## src/rtl/rf_pkg.sv

```systemverilog
// rf_pkg: shared widths, write-request struct and grant encoding for the RF write arbiter.
package rf_pkg;
   localparam int REG_ID_W = 4;
   localparam int DATA_W   = 16;
   localparam int NUM_REGS = 16;
   typedef struct packed {
      logic [REG_ID_W-1:0] rid;
      logic [DATA_W-1:0]   data;
   } wr_req_t;
   typedef enum logic { GNT_A = 1'b0, GNT_B = 1'b1 } gnt_t;
endpackage

```

## src/rtl/rf_wr_slot.sv

```systemverilog
// rf_wr_slot: 1-entry holding slot; accepts on valid && ready and empties when drained.
module rf_wr_slot
   import rf_pkg::*;
(
   input  logic    clk,
   input  logic    rst,
   input  logic    in_valid,
   input  wr_req_t in_req,
   input  logic    drain,
   output logic    ready,
   output logic    valid,
   output wr_req_t req
);
   // A drain in the same cycle frees the slot for an immediate refill.
   assign ready = !valid || drain;
   always_ff @(posedge clk or negedge rst)
      if (!rst) begin
         valid <= 1'b0;
         req   <= '0;
      end else if (in_valid && ready) begin
         valid <= 1'b1;
         req   <= in_req;
      end else if (drain)
         valid <= 1'b0;
endmodule

```

## src/rtl/rf_write_arbiter.sv

```systemverilog
// rf_write_arbiter: round-robin merge of ALU and load writebacks onto one RF write port.
// Optional read bypass is built only when RF_WR_BYPASS_EN is defined.
module rf_write_arbiter
   import rf_pkg::*;
(
   input  logic                clk,
   input  logic                rst,
   input  logic                a_valid,
   input  logic [REG_ID_W-1:0] a_reg,
   input  logic [DATA_W-1:0]   a_data,
   output logic                a_ready,
   input  logic                b_valid,
   input  logic [REG_ID_W-1:0] b_reg,
   input  logic [DATA_W-1:0]   b_data,
   output logic                b_ready,
   output logic                rf_wen,
   output logic [REG_ID_W-1:0] rf_reg,
   output logic [DATA_W-1:0]   rf_data,
   output logic [NUM_REGS-1:0] busy
`ifdef RF_WR_BYPASS_EN
   ,
   input  logic [REG_ID_W-1:0] rd1_reg,
   input  logic [REG_ID_W-1:0] rd2_reg,
   output logic                fwd1_hit,
   output logic                fwd2_hit,
   output logic [DATA_W-1:0]   fwd1_data,
   output logic [DATA_W-1:0]   fwd2_data
`endif
);
   gnt_t    last_grant;
   wr_req_t a_q, b_q, win;
   logic    a_occ, b_occ, a_gnt, b_gnt;
   // On a tie the slot not served last wins.
   assign a_gnt = a_occ && (!b_occ || last_grant == GNT_B);
   assign b_gnt = b_occ && (!a_occ || last_grant == GNT_A);
   assign win   = a_gnt ? a_q : b_q;
   rf_wr_slot u_slot_a (
      .clk(clk), .rst(rst), .in_valid(a_valid), .in_req('{rid: a_reg, data: a_data}),
      .drain(a_gnt), .ready(a_ready), .valid(a_occ), .req(a_q)
   );
   rf_wr_slot u_slot_b (
      .clk(clk), .rst(rst), .in_valid(b_valid), .in_req('{rid: b_reg, data: b_data}),
      .drain(b_gnt), .ready(b_ready), .valid(b_occ), .req(b_q)
   );
   // R0 is hardwired zero: its writes pass through the stage with the enable suppressed.
   always_ff @(posedge clk or negedge rst)
      if (!rst) begin
         last_grant <= GNT_B;
         rf_wen     <= 1'b0;
         rf_reg     <= '0;
         rf_data    <= '0;
      end else begin
         rf_wen <= (a_gnt || b_gnt) && win.rid != '0;
         if (a_gnt || b_gnt) begin
            rf_reg     <= win.rid;
            rf_data    <= win.data;
            last_grant <= a_gnt ? GNT_A : GNT_B;
         end
      end
   always_comb begin
      busy = '0;
      for (int r = 1; r < NUM_REGS; r++)
         busy[r] = (a_occ && a_q.rid == REG_ID_W'(r)) || (b_occ && b_q.rid == REG_ID_W'(r))
                || (rf_wen && rf_reg == REG_ID_W'(r));
   end
`ifdef RF_WR_BYPASS_EN
   // The slot granted last is the younger one when both are pending.
   function automatic logic [DATA_W:0] lookup(input logic [REG_ID_W-1:0] rd);
      logic ha, hb;
      ha = a_occ && a_q.rid == rd;
      hb = b_occ && b_q.rid == rd;
      return {busy[rd], (ha && (!hb || last_grant == GNT_A)) ? a_q.data : hb ? b_q.data : rf_data};
   endfunction
   assign {fwd1_hit, fwd1_data} = lookup(rd1_reg);
   assign {fwd2_hit, fwd2_data} = lookup(rd2_reg);
`endif
endmodule

```

## config.mk

```make
export PLATFORM = sky130hd
export DESIGN_NAME = rf_write_arbiter
export DESIGN_NICKNAME = d
export VERILOG_FILES = /design/src/rtl/rf_pkg.sv /design/src/rtl/rf_wr_slot.sv /design/src/rtl/rf_write_arbiter.sv
export SDC_FILE = /design/constraint.sdc
export NUM_CORES = 1
export LEC_CHECK = 0
export CAP_MARGIN = 20
export CELL_PAD_IN_SITES_DETAIL_PLACEMENT = 0
export CELL_PAD_IN_SITES_GLOBAL_PLACEMENT = 2
export CORE_AREA = 2 2 93 118
export DETAILED_ROUTE_END_ITERATION = 10
export DIE_AREA = 0 0 95 120
export MAX_ROUTING_LAYER = met4
export PLACE_DENSITY_LB_ADDON = 0.1
export SETUP_SLACK_MARGIN = 0.4
export SLEW_MARGIN = 25
export SYNTH_ARGS = -nofsm -noshare
export SYNTH_HDL_FRONTEND = slang
export SYNTH_HIERARCHICAL = 1
export SYNTH_SLANG_ARGS = --single-unit
```

## constraint.sdc

```tcl
create_clock -name clk -period 3.3 [get_ports clk]
set_input_delay 0.495 -clock clk [delete_from_list [all_inputs] [get_ports clk]]
set_output_delay 0.495 -clock clk [all_outputs]
set_load 0.05 [all_outputs]
```

# Word-level counts from Yosys, hierarchy flattened
# Index checks and enable logic that the tools add are counted.
totals:
  regBits: 64
  input_bits: 44
  out_inout_bits: 39
classes:
  eq_ne: 45
  mux: 6
  bitwise: 1
  n_reduce_logical: 90
ops:
  columns: ["cell", "n"]
  rows:
  - ["$eq A4 B4 Y1 const B", 24]
  - ["$logic_and A1 B1 Y1", 50]
  - ["$eq A4 B3 Y1 const B", 12]
  - ["$logic_or A1 B1 Y1", 35]
  - ["$eq A4 B2 Y1 const B", 6]
  - ["$mux W20", 1]
  - ["$eq A4 B1 Y1 const B", 3]
  - ["$mux W1", 5]
  - ["$reduce_bool A2 Y1", 2]
  - ["$reduce_bool A4 Y1", 1]
  - ["$logic_not A1 Y1", 2]
  - ["$not A1 Y1", 1]

# Logic depth before layout (Yosys ltp)
depth:
  ltp_word: 6
  ltp_mapped: 8

# Cells and area by module
# The synthesis kept the hierarchy.
by_module_without_submodules:
  columns: ["module", "instances", "cells_per_inst", "area_each_um2"]
  rows:
  - ["rf_wr_slot", 2, 46, 898.4]
  - ["rf_write_arbiter", 1, 199, 1729.2]

# Worst setup path after synthesis
# No wires, ideal clock.
synth_path:
  path_kind: "flip-flop to output port"
  from: "register rf_wen"
  to: "output busy[3]"
  arrival_ns: 1.515
  t_required_ns: 2.805
  setup_slack_ns: 1.290
  path_stages_with_launch: 4
  n_path_buf: 0
  cell_sequence: "dfrtp_1 nor3b_1 nand3_1 nand3_1"
synth_between:
  elab_chain_cells: 2
synth_rtl:
  columns: ["element", "line_no", "text"]
  rows:
  - ["start: declaration", "rf_write_arbiter.sv:16", "output logic rf_wen,"]
  - ["start signal: assignment", "rf_write_arbiter.sv:49", "rf_wen <= 1'b0;"]
  - ["start signal: assignment", "rf_write_arbiter.sv:53", "rf_wen <= (a_gnt || b_gnt) && win.rid != '0;"]
  - ["$logic_and A1 B1 Y1", "rf_write_arbiter.sv:64", "|| (rf_wen && rf_reg == REG_ID_W'(r));"]
  - ["$logic_or A1 B1 Y1", "rf_write_arbiter.sv:64", null]
  - ["end: declaration", "rf_write_arbiter.sv:19", "output logic [NUM_REGS-1:0] busy"]
# Every way passes these cells.

# Final worst setup path
layout_path:
  from: "register rf_reg[2]"
  to: "output busy[1]"
layout_between:
  elab_chain_cells: 3
layout_rtl:
  columns: ["element", "line_no", "text"]
  rows:
  - ["start: declaration", "rf_write_arbiter.sv:17", "output logic [REG_ID_W-1:0] rf_reg,"]
  - ["start signal: assignment", "rf_write_arbiter.sv:55", "rf_reg <= win.rid;"]
  - ["$eq A4 B1 Y1", "rf_write_arbiter.sv:64", null]
  - ["$logic_and A1 B1 Y1", "rf_write_arbiter.sv:64", null]
  - ["$logic_or A1 B1 Y1", "rf_write_arbiter.sv:64", null]
# Every way passes these cells.

==> qor.log <==
qor: run_status.outcome completed
qor: min_path.timing.hold.worst.class input pin to asynchronous set/reset pin
qor: cts.cts-root-buf clkbuf_16
qor: pwr.ir_drop 480.2 uV
qor: pwr.p_per_area 1211 mW/mm^2
qor: sta.worst_pin_slew 547.1 ps
qor: synth.async_set_or_reset_flop_fraction_in_the_synthesized_netlist 100.0%
qor: grt.pin_count_of_the_biggest_net_entering_global_routing 38
qor: routing.detail_route.iter0.violations 80
qor: sta.final.period_utilization 84.95%
qor: sta.finalSetupViolations 0
qor: synth.synth_top_area_cells dfrtp_1 45%, mux2_4 21%, o22ai_1 3.5%, mux2_2 3.2%, a31oi_1 2.8%
qor: cts.clock_tree.buffer_depth 2
qor: floorplan.dieArea 0.01140 mm^2
qor: worst_setup_path.ff2ff_setup_slack 1010 ps
qor: routing.detail_route.first_pass.iterations 4
qor: worst_setup_path.timing.critical_path.to_type output pin
qor: synth.synth_nets 335
qor: routing.antenna_left 0
qor: routing.dr_total_vias 2507
qor: job.max_cap_viol_count 0
qor: synth.netlist_area 0.003526 mm^2
qor: grt.total_routing_usage_reported_by_global_routing 16.75%
qor: floorplan.boundaryPins 83
qor: sta.clock_skew 5.481 ps
qor: routing.avgViaCountPerCell 4.964
qor: floorplan.die_h 120 um
qor: synth.synth_top_area_cell dfrtp_1
qor: grt.grt_first_pass_wirelength 14100 um
qor: worst_setup_path.reg_to_reg_critical_path_endpoint u_slot_b/req[13]$_DFFE_PN0P_
qor: cells_and_area.num_antenna_cells 0
qor: cells_and_area.drive_above_1_share 25.74%
qor: worst_setup_path.max_fo_critical_path 6
qor: synth.synth_cell_type_count 36
qor: floorplan.initial_core_utilization 34.06%
qor: synth.synth.most_common_cell dfrtp_1
qor: cts.cts_tree yes
qor: worst_setup_path.crit-reg2reg-launch u_slot_a/valid$_DFFE_PN0P_
qor: worst_setup_path.worst_r2r_path_depth 6
qor: pwr.leakage_power 2.119 nW
qor: worst_setup_path.critical_path_arrival 2310 ps
qor: synth.ys_ff_latch 64
qor: routing.drt-total-wl 8542 um
qor: grt.number_of_global_route_vias_before_repair 2591
qor: grt.number_of_antenna_violations_at_the_first_check_in_global_routing 0
qor: worst_setup_path.worst_setup_path_start_kind flop
qor: grt.grt_remaining_overflow 0
qor: synth.dominantRegCellSynth dfrtp_1
qor: floorplan.rows 42
qor: cts.cts_max_level 3
qor: cells_and_area.area_delta_synth_final 30.77%
qor: sta.setup-tns-final 0 ps
qor: worst_setup_path.crit_type flop to output pin
qor: sta.grt_setup_unrepaired no
qor: placed_design.dp.final_hpwl 5750 um
qor: worst_setup_path.critical_path_required 2800 ps
qor: placed_design.pre_cts_worst_setup_slack 755.2 ps
qor: pwr.totalPowerFinal 5.582 mW
qor: synth.synth_top_area_share 44.71%
qor: cts.numClockSinks 64
qor: cells_and_area.fin_nets 412
qor: cells_and_area.largest_registers u_slot_a/req x20, u_slot_b/req x20, rf_data x16
qor: synth.synth-seq-area-share 45.46%
qor: routing.wire_per_inst 16.91 um
qor: sta.fmaxAchievable 356.7 MHz
qor: floorplan.die_width 95 um
qor: cts.clock_insertion_delay_worst_skew 330 ps
qor: cts.clk_pin_slew_worst_paths 50 ps
qor: synth.synth.top_cells.by_count 63 x dfrtp_1, 50 x mux2_4, 20 x o22ai_1
qor: synth.post_synth_inst_count 291
qor: sta.timing.final.ws_setup 496.7 ps
qor: sta.finalHoldViolations 0
qor: sta.timing.max_slew.rel_slack 63.45%
qor: sta.hold-worst-slack 11.22 ps
qor: floorplan.design.core.area 0.01035 mm^2
qor: synth.syn_avg_cell_area 12.12 um^2
qor: synth.synth-edff-count 0
qor: routing.drc 0
qor: placed_design.globalplace.congestion 0.8473
qor: cts.cts_buffers 9
qor: placed_design.buffer_ports.inserted 81
qor: synth.yosys_warnings 6
qor: sta.report.final.slew_viol_count 0
qor: sta.finalCriticalPeriod 2803 ps
power breakdown:
| part | internal (mW) | switching [mW] | total (mW) | leakage, nW |
|---|---|---|---|---|
| combinational | 1.36 | 1.71 | 3.07 | 1.24 |
| clock | 0.568 | 0.319 | 0.887 | 0.139 |
| sequential | 1.19 | 0.432 | 1.62 | 0.735 |
repair_timing:
item,CTS,global route
buffers inserted,0,0
gates resized for setup,1,0
endpoints found under the setup margin,1,0
hold buffers,0,0
cells by family (layout without fill, tap and decap cells):
logic type	Yosys count	after routing	synth area share, %
multiplexers	60	60	24.49
buffers and inverters	40	122	7.984
other	1	1	0.1064
AO/OA/AOI/OAI	51	51	9.759
AND/OR/NAND/NOR	75	75	12.21
flip-flops	64	64	45.46
layout by cell type (no fill, tap or decap), types with 2 or more instances in the layout:
master | netlist | routed
a222oi_1 | 2 | 2
dfrtp_1 | 63 | 61
o22ai_1 | 20 | 20
and3_1 | 2 | 2
clkbuf_16 | 0 | 9
nor3b_1 | 2 | 2
a22oi_1 | 9 | 9
inv_1 | 19 | 19
mux2_4 | 50 | 50
buf_4 | 4 | 10
nand3_1 | 16 | 16
nand2_4 | 2 | 2
a31oi_1 | 16 | 16
clkbuf_1 | 3 | 2
or2b_1 | 2 | 2
nor2_1 | 13 | 13
clkbuf_8 | 0 | 3
nor2b_1 | 6 | 6
nand2b_4 | 2 | 2
nand2_1 | 19 | 19
and3b_1 | 5 | 5
clkdlybuf4s50_1 | 0 | 76
mux2_2 | 10 | 10
dfrtp_2 | 0 | 2
layer usage:
layer  vias to the layer above  part of all wire, %  global-route usage, %
met5                         -                    0                      -
met4                         0                  1.1                  5.616
met3                         9                  5.0                  3.892
met2                        76                   49                  25.49
met1                      1226                   45                  22.02
li1                       1196                    -                      -
cell type report:
cell class,count,area (um^2)
timing repair buffer,87,840.8
clock buffer,14,274.0
clock inverter,2,12.51
tap,132,165.2
inverter,19,71.32
fill,998,5742
sequential,64,1605
multi-input combinational,187,1642
worst max path at each step:
stage / cells past startpoint / to / startpoint / slack (ps)
global placement: 4 / busy[1] / u_slot_b/valid$_DFFE_PN0P_ / 790
CTS: 4 / busy[1] / u_slot_a/valid$_DFFE_PN0P_ / 510
finish: 4 / busy[1] / rf_reg[2]$_DFFE_PN0P_ / 500
global route: 4 / busy[1] / rf_reg[2]$_DFFE_PN0P_ / 430
floorplan: 3 / busy[3] / rf_wen$_DFF_PN0_ / 1290
detailed placement: 4 / busy[1] / u_slot_b/valid$_DFFE_PN0P_ / 760
through the flow:
step / instance area, um^2 / std cells / utilization, %
5_1_grt: 4611 / 505 / 44.54
4_1_cts: 4611 / 505 / 44.54
2_1_floorplan: 3526 / 291 / -
3_5_place_dp: 4323 / 489 / 41.76
3_3_place_gp: 4323 / 489 / 41.76
6_report: 4611 / 505 / 44.54
worst max-delay path, cell delays in order, from the launching register on:
cell             delay (ps)
dfrtp_1                 420
nor3b_1                 500
a22oi_1                 170
nand2_1                  90
clkdlybuf4s50_1         790
Power figures use the tool's default switching activity.
